[src/rtl/state_result_reader_pkg.sv]
// Shared widths and FSM encoding for state_result_reader.
package state_result_reader_pkg;
    localparam int OF_ACTION_WIDTH   = 32;
    localparam int OF_SRC_PORT_WIDTH = 8;
    localparam int OF_FLAG_WIDTH     = 16;

    typedef enum logic [1:0] {IDLE, LOAD, HOLD} rd_state_e;
endpackage

[src/rtl/state_result_reader_if.sv]
// Valid/ready result interface from state_result_reader toward opl_processor.
interface state_result_reader_if
    import state_result_reader_pkg::*;
#(
    parameter int ACTION_WIDTH   = OF_ACTION_WIDTH,
    parameter int SRC_PORT_WIDTH = OF_SRC_PORT_WIDTH,
    parameter int FLAG_WIDTH     = OF_FLAG_WIDTH
);
    logic                      out_vld;
    logic                      out_rdy;
    logic [ACTION_WIDTH-1:0]   out_action;
    logic [SRC_PORT_WIDTH-1:0] out_src_port;
    logic [FLAG_WIDTH-1:0]     out_action_flag;

    modport master (output out_vld, out_action, out_src_port, out_action_flag, input out_rdy);
    modport slave  (input out_vld, out_action, out_src_port, out_action_flag, output out_rdy);
endinterface

[src/rtl/state_result_reader.sv]
// Pops {src_port, action} results from the state FIFO and holds each on a valid/ready port.
// Optional saturating statistics counters: define STATE_RESULT_READER_STATS_EN.
module state_result_reader
    import state_result_reader_pkg::*;
#(
    parameter int ACTION_WIDTH   = OF_ACTION_WIDTH,
    parameter int SRC_PORT_WIDTH = OF_SRC_PORT_WIDTH,
    parameter int FLAG_WIDTH     = OF_FLAG_WIDTH,
    parameter int CNT_WIDTH      = 32
) (
    input  logic                                   clk,
    input  logic                                   reset_n,
    input  logic [ACTION_WIDTH+SRC_PORT_WIDTH-1:0] result_fifo_dout,
    input  logic                                   result_fifo_empty,
    output logic                                   result_fifo_rd_en,
    input  logic                                   table_flush,
`ifdef STATE_RESULT_READER_STATS_EN
    output logic [CNT_WIDTH-1:0]                   result_count,
    output logic [CNT_WIDTH-1:0]                   drop_count,
`endif
    state_result_reader_if.master                  out_if
);
    localparam int WORD_WIDTH = ACTION_WIDTH + SRC_PORT_WIDTH;

    rd_state_e state, state_nxt;
    logic      accept, pop, load, vld_nxt;

    assign accept            = out_if.out_vld & out_if.out_rdy;
    // Popping is blocked in LOAD so only one word is ever in flight.
    assign pop               = ~result_fifo_empty & ~table_flush &
                               ((state == IDLE) | ((state == HOLD) & accept));
    assign result_fifo_rd_en = pop;

    always_comb begin
        state_nxt = state;
        load      = 1'b0;
        vld_nxt   = out_if.out_vld;
        case (state)
            IDLE: if (pop) state_nxt = LOAD;
            LOAD: begin
                if (table_flush) begin
                    state_nxt = IDLE;
                end else begin
                    state_nxt = HOLD;
                    load      = 1'b1;
                    vld_nxt   = 1'b1;
                end
            end
            HOLD: begin
                // An accept beats a concurrent flush: the word already left.
                if (accept) begin
                    vld_nxt   = 1'b0;
                    state_nxt = pop ? LOAD : IDLE;
                end else if (table_flush) begin
                    vld_nxt   = 1'b0;
                    state_nxt = IDLE;
                end
            end
            default: begin
                state_nxt = IDLE;
                vld_nxt   = 1'b0;
            end
        endcase
    end

    always_ff @(posedge clk or negedge reset_n) begin
        if (!reset_n) begin
            state                  <= IDLE;
            out_if.out_vld         <= 1'b0;
            out_if.out_action      <= '0;
            out_if.out_src_port    <= '0;
            out_if.out_action_flag <= '0;
        end else begin
            state          <= state_nxt;
            out_if.out_vld <= vld_nxt;
            if (load) begin
                out_if.out_action      <= result_fifo_dout[ACTION_WIDTH-1:0];
                out_if.out_src_port    <= result_fifo_dout[WORD_WIDTH-1 -: SRC_PORT_WIDTH];
                out_if.out_action_flag <= result_fifo_dout[FLAG_WIDTH-1:0];
            end
        end
    end

`ifdef STATE_RESULT_READER_STATS_EN
    logic res_inc, drop_inc;
    assign res_inc  = (state == HOLD) & accept;
    assign drop_inc = table_flush & ((state == LOAD) | ((state == HOLD) & ~accept));

    always_ff @(posedge clk or negedge reset_n) begin
        if (!reset_n) begin
            result_count <= '0;
            drop_count   <= '0;
        end else begin
            if (res_inc && result_count != '1) result_count <= result_count + 1'b1;
            if (drop_inc && drop_count != '1)  drop_count   <= drop_count + 1'b1;
        end
    end
`endif
endmodule

[src/flat_wrapper.sv]
// flat-port wrapper written by rule: the top's interface ports become plain ports
module state_result_reader_flat import state_result_reader_pkg::*;
#(
    parameter int ACTION_WIDTH   = OF_ACTION_WIDTH,
    parameter int SRC_PORT_WIDTH = OF_SRC_PORT_WIDTH,
    parameter int FLAG_WIDTH     = OF_FLAG_WIDTH,
    parameter int CNT_WIDTH      = 32
)
  (clk, reset_n, result_fifo_dout, result_fifo_empty, result_fifo_rd_en, table_flush, out_if_out_vld, out_if_out_action, out_if_out_src_port, out_if_out_action_flag, out_if_out_rdy);
  state_result_reader_if #(.ACTION_WIDTH(ACTION_WIDTH), .SRC_PORT_WIDTH(SRC_PORT_WIDTH), .FLAG_WIDTH(FLAG_WIDTH)) out_if_i ();
  input  logic clk;
  input  logic reset_n;
  input  logic [ACTION_WIDTH+SRC_PORT_WIDTH-1:0] result_fifo_dout;
  input  logic result_fifo_empty;
  output logic result_fifo_rd_en;
  input  logic table_flush;
  output wire logic [$bits(out_if_i.out_vld)-1:0] out_if_out_vld;
  output wire logic [$bits(out_if_i.out_action)-1:0] out_if_out_action;
  output wire logic [$bits(out_if_i.out_src_port)-1:0] out_if_out_src_port;
  output wire logic [$bits(out_if_i.out_action_flag)-1:0] out_if_out_action_flag;
  input wire logic [$bits(out_if_i.out_rdy)-1:0] out_if_out_rdy;
  assign out_if_out_vld = out_if_i.out_vld;
  assign out_if_out_action = out_if_i.out_action;
  assign out_if_out_src_port = out_if_i.out_src_port;
  assign out_if_out_action_flag = out_if_i.out_action_flag;
  assign out_if_i.out_rdy = out_if_out_rdy;
  state_result_reader #(.ACTION_WIDTH(ACTION_WIDTH), .SRC_PORT_WIDTH(SRC_PORT_WIDTH), .FLAG_WIDTH(FLAG_WIDTH), .CNT_WIDTH(CNT_WIDTH)) u_core (.clk(clk), .reset_n(reset_n), .result_fifo_dout(result_fifo_dout), .result_fifo_empty(result_fifo_empty), .result_fifo_rd_en(result_fifo_rd_en), .table_flush(table_flush), .out_if(out_if_i));
endmodule
[config.mk]
export PLATFORM = sky130hd
export DESIGN_NAME = state_result_reader_flat
export DESIGN_NICKNAME = d
export VERILOG_FILES = /design/src/rtl/state_result_reader_pkg.sv /design/src/rtl/state_result_reader_if.sv /design/src/rtl/state_result_reader.sv /design/src/flat_wrapper.sv
export SDC_FILE = /design/constraint.sdc
export NUM_CORES = 1
export LEC_CHECK = 0
export CAP_MARGIN = 20
export CORE_ASPECT_RATIO = 1.75
export CORE_MARGIN = 4
export CORE_UTILIZATION = 37
export DETAILED_ROUTE_END_ITERATION = 6
export PLACE_DENSITY_LB_ADDON = 0.05
export SYNTH_ARGS = -nofsm -noshare
export SYNTH_HDL_FRONTEND = slang
export SYNTH_SLANG_ARGS = --single-unit
[constraint.sdc]
create_clock -name clk -period 4.4 [get_ports clk]
set_input_delay 0.88 -clock clk [delete_from_list [all_inputs] [get_ports clk]]
set_output_delay 0.88 -clock clk [all_outputs]
set_load 0.01 [all_outputs]
# Word-level counts from Yosys, hierarchy flattened
# Index checks and enable logic that the tools add are counted.
dict set report totals {
  ff_bits 59
  inputBits 45
  output_inout_bits 58
}
dict set report op_classes {
  eq_ne 5
  n_mux 12
  n_bitwise 8
  reduce_logical 3
}
# cell n
set ops {}
lappend ops {{$mux W2} 4}
lappend ops {{$mux W1} 6}
lappend ops {{$pmux W2 S3} 1}
lappend ops {{$and A1 B1 Y1} 4}
lappend ops {{$ne A3 B2 Y1 const B} 1}
lappend ops {{$not A1 Y1} 3}
lappend ops {{$pmux W1 S3} 1}
lappend ops {{$reduce_and A3 Y1} 1}
lappend ops {{$eq A2 B1 Y1 const B} 1}
lappend ops {{$eq A2 B2 Y1 const B} 1}
lappend ops {{$logic_not A2 Y1} 1}
lappend ops {{$ne A2 B1 Y1 const B} 1}
lappend ops {{$ne A2 B2 Y1 const B} 1}
lappend ops {{$reduce_and A2 Y1} 1}
lappend ops {{$or A1 B1 Y1} 1}

# Depth between registers and ports, before layout
dict set report depth {
  ltp_word 7
  depth_mapped 3
  ltp_nobuf 2
}

# Least setup slack after synthesis
# Ideal clock, no wire load.
dict set report synth_timing {
  path_type {input-to-output}
  start {in out_if_out_rdy}
  end {out result_fifo_rd_en}
  arrival_time_ns 1.640
  required_time_ns 3.520
  setup_slack_ns 1.880
  path_stages 2
  path_cell_list {nand2_1 > a2111oi_0}
}
dict set report synth_between {
  elab_chain_len 4
}
# element line_no
set synth_lines {}
lappend synth_lines {{start: declaration} flat_wrapper.sv:21} ;# input wire logic [$bits(out_if_i.out_rdy)-1:0] out_if_out_rdy;
lappend synth_lines {{$and A1 B1 Y1} state_result_reader.sv:28} ;# assign accept = out_if.out_vld & out_if.out_rdy;
lappend synth_lines {{$and A1 B1 Y1} state_result_reader.sv:31} ;# ((state == IDLE) | ((state == HOLD) & accept));
lappend synth_lines {{$or A1 B1 Y1} state_result_reader.sv:31}
lappend synth_lines {{$and A1 B1 Y1} state_result_reader.sv:30} ;# assign pop = ~result_fifo_empty & ~table_flush &
lappend synth_lines {{end: declaration} flat_wrapper.sv:15} ;# output logic result_fifo_rd_en;
# Every way passes these cells.

# Worst setup path in the final report
# Ends and elaborated chain as after synthesis.

==> metrics.md <==
| Metric | Value |
|---|---|
| Storage element area | `about 1100 um2` |
| Worst slew pin tran | `927 ps` |
| Max-cap viol count | `0` |
| FMAX | `around 290 MHz` |
| Final setup TNS | `0 ps` |
| Final setup violation count | `0` |
| Syn-to-layout area delta | `58.0%` |
| GP Congestion | `~0.66` |
| Startpoint types | `primary input` |
| Worst-case reg-to-reg path depth | `3` |
| End of the worst hold path | `u_core.out_if.out_src_port[0]$_DFFE_PN0P_` |
| Worst reg-to-reg setup slack | `~2700 ps` |
| Post-Syn Area | `1800 um2` |
| Combined area of the multi-input logic cells | `approximately 550 um2` |
| 1st-iter DRT viols | `29` |
| Synth unique cells | `13` |
| Fin util | `0.603` |
| Critical Path RT | `about 3500 ps` |
| CP endpoint kind | `output pin` |
| Share of layout cells above drive strength 1 | `0.261` |
| Grt total ovfl | `0` |
| Row count | `33` |
| TritonCTS clock tree | `yes` |
| Vias in the first global route | `approximately 1.3k` |
| Std-Cell Core Area | `4710 um2` |
| Number of detailed-route iterations in the first pass | `2` |
| Detailed-route wire length per cell | `15.8 um` |
| Final WS setup | `between 900 and 1000 ps` |
| H-Tree Level Count | `2` |
| Type of the most critical hold path | `reg2reg` |
| LEAKAGE | `around 1.2 nW` |
| Fin crit period | `3450 ps` |
| Die H | `around 100 um` |
| HP Start | `u_core.out_if.out_src_port[0]$_DFFE_PN0P_` |
| Final Hold Fails | `0` |
| CP max stage delay | `about 630 ps` |
| Status | `finished clean` |
| CP Buf/Inv Count | `2` |
| Most frequent cells in the layout | `clkdlybuf4s50_1 (101), dfrtp_1 (43), mux2_2 (32)` |
| Post-CTS setup buffer count | `0` |
| CP Cell Sequence | `clkdlybuf4s50_1, nand2_1, a2111oi_0, clkdlybuf4s50_1` |
| Crit path DAT | `2570 ps` |
| Sequential fraction of the synthesis area | `0.599` |
| Global-route wire length before repair | `roughly 6300 um` |
| Clock sink count | `43` |
| Largest net degree at the start of global routing | `44` |
| Chip width | `about 61 um` |
| Slew Viols, Final | `0` |
| Vias per cell | `4.77` |
| Synthesis Warnings | `0` |
| Max VDD drop | `about 460 uV` |
| Root Driver | `clkbuf_8` |
| Antenna diode count | `0` |
| Commonest non-fill, non-tap cell in the layout | `clkdlybuf4s50_1` |
| Critical path's most frequent cell | `clkdlybuf4s50_1` |
| Cells after Synth | `around 110` |
| DIE AREA | `6080 um2` |
| RR Endpoint | `u_core.out_if.out_action[19]$_DFFE_PN0P_` |
| # hold bufs at CTS | `0` |
| Top Ports | `slightly above 100` |
| Final period util | `0.784` |
| Origin of the worst setup path | `out_if_out_rdy` |
| CTS Buffer Depth | `2` |
| Seq cells post-synth | `43` |
| RSZ-0062 raised after global routing | `no` |
| CP Max Fanout | `3` |
| Gr usage total | `0.139` |
| Clock Latency Late Sink | `approximately 290 ps` |
| Layout Skew | `4.53 ps` |
| R2r startpoint | `u_core.state[1]$_DFFE_PN0P_` |
| Critical path depth | `4` |
| Worst slack, placed | `approximately 900 ps` |
| Initial antenna violation count | `0` |
| Routed wire length | `4020 um` |
| Layout net count | `around 250` |
| Worst Hold Depth | `1` |
| Placed wire-length estimate | `around 3100 um` |
| Net count after synthesis | `around 160` |
| CTS buffer count | `5` |
| DRC | `0` |
| Post-CTS Resized | `0` |
| Crit path max-delay family | `buffers and inverters` |
| Port buffer count | `roughly 100` |
| Slowest-stage cell, CP | `clkdlybuf4s50_1` |
| Max-slew headroom | `0.382` |
| Syn_area_per_cell | `between 15 and 20 um2` |
| Worst-path clk slew | `~80 ps` |
| Filler cell count | `around 410` |
| Crit Path Class | `in2out` |
| Starting density of the core | `0.381` |
| Vias | `between 1k and 1.5k` |
| PD cells | `slightly above 500 nW/um2` |
| Routed Antenna Nets | `0` |
cell type report:
type                       count  share of cell area
sequential                    43               0.379
timing repair buffer         103               0.361
multi-input combinational     48               0.194
clock buffer                   6              0.0291
tap                           52              0.0229
clock inverter                 2              0.0124
inverter                       1             0.00132
through the flow:
step                      power [W]  hold slack [ps]  cell area [um2]  std cells
after floorplan            0.000850              456             1800        112
after detailed placement    0.00118              496             2720        247
after global placement      0.00117              484             2720        247
final                       0.00147              506             2840        255
after global routing        0.00156              533             2840        255
after CTS                   0.00150              506             2840        255
flip-flops by register name, summed over array words and instances, names as in the netlist:
signal,cells
u_core.out_if.out_action,32
u_core.out_if.out_vld,1
u_core.out_if.out_src_port,8
u_core.state,2
worst max-delay path by stage:
stage,end,slack (ps)
6_report,result_fifo_rd_en,950
5_1_grt,result_fifo_rd_en,790
4_1_cts,result_fifo_rd_en,900
3_5_place_dp,result_fifo_rd_en,900
3_3_place_gp,result_fifo_rd_en,1070
2_1_floorplan,result_fifo_rd_en,1880
cells by family (layout without fill, tap and decap cells):
kind of cell / count (synthesis) / count (layout) / share of synthesized area
multiplexers: 40 / 40 / 0.268
AO/OA/AOI/OAI: 4 / 4 / 0.0209
AND/OR/NAND/NOR: 4 / 4 / 0.0181
buffers and inverters: 21 / 112 / 0.0941
flip-flops: 43 / 43 / 0.599
report_power, final:
| part | total [W] | switching (W) | internal (W) | leakage [nW] |
|---|---|---|---|---|
| Sequential | 0.000581 | 0.0000722 | 0.000509 | 0.513 |
| Combinational | 0.000583 | 0.000191 | 0.000392 | 0.598 |
| Clock | 0.000310 | 0.000126 | 0.000184 | 0.0612 |
synthesized netlist by cell type:
library cell	n	share of area
buf_4	16	0.067
a221o_2	1	0.0063
buf_6	4	0.025
mux2_4	8	0.067
inv_1	1	0.0021
nand2_1	1	0.0021
nor2b_1	1	0.0035
nor2_1	1	0.0021
mux2_2	32	0.20
a31o_2	1	0.0049
a2111oi_0	2	0.0098
nor3b_4	1	0.010
dfrtp_1	43	0.60
metal layers:
| layer | track usage | share of wire | vias to the layer above |
|---|---|---|---|
| met1 | 0.150 | 0.35 | 601 |
| li1 | - | - | 550 |
| met4 | 0.0551 | 0.016 | 0 |
| met2 | 0.237 | 0.53 | 61 |
| met3 | 0.0515 | 0.098 | 5 |
| met5 | 0 | 0 | - |
Note: power is estimated with default switching activity, not from simulation.
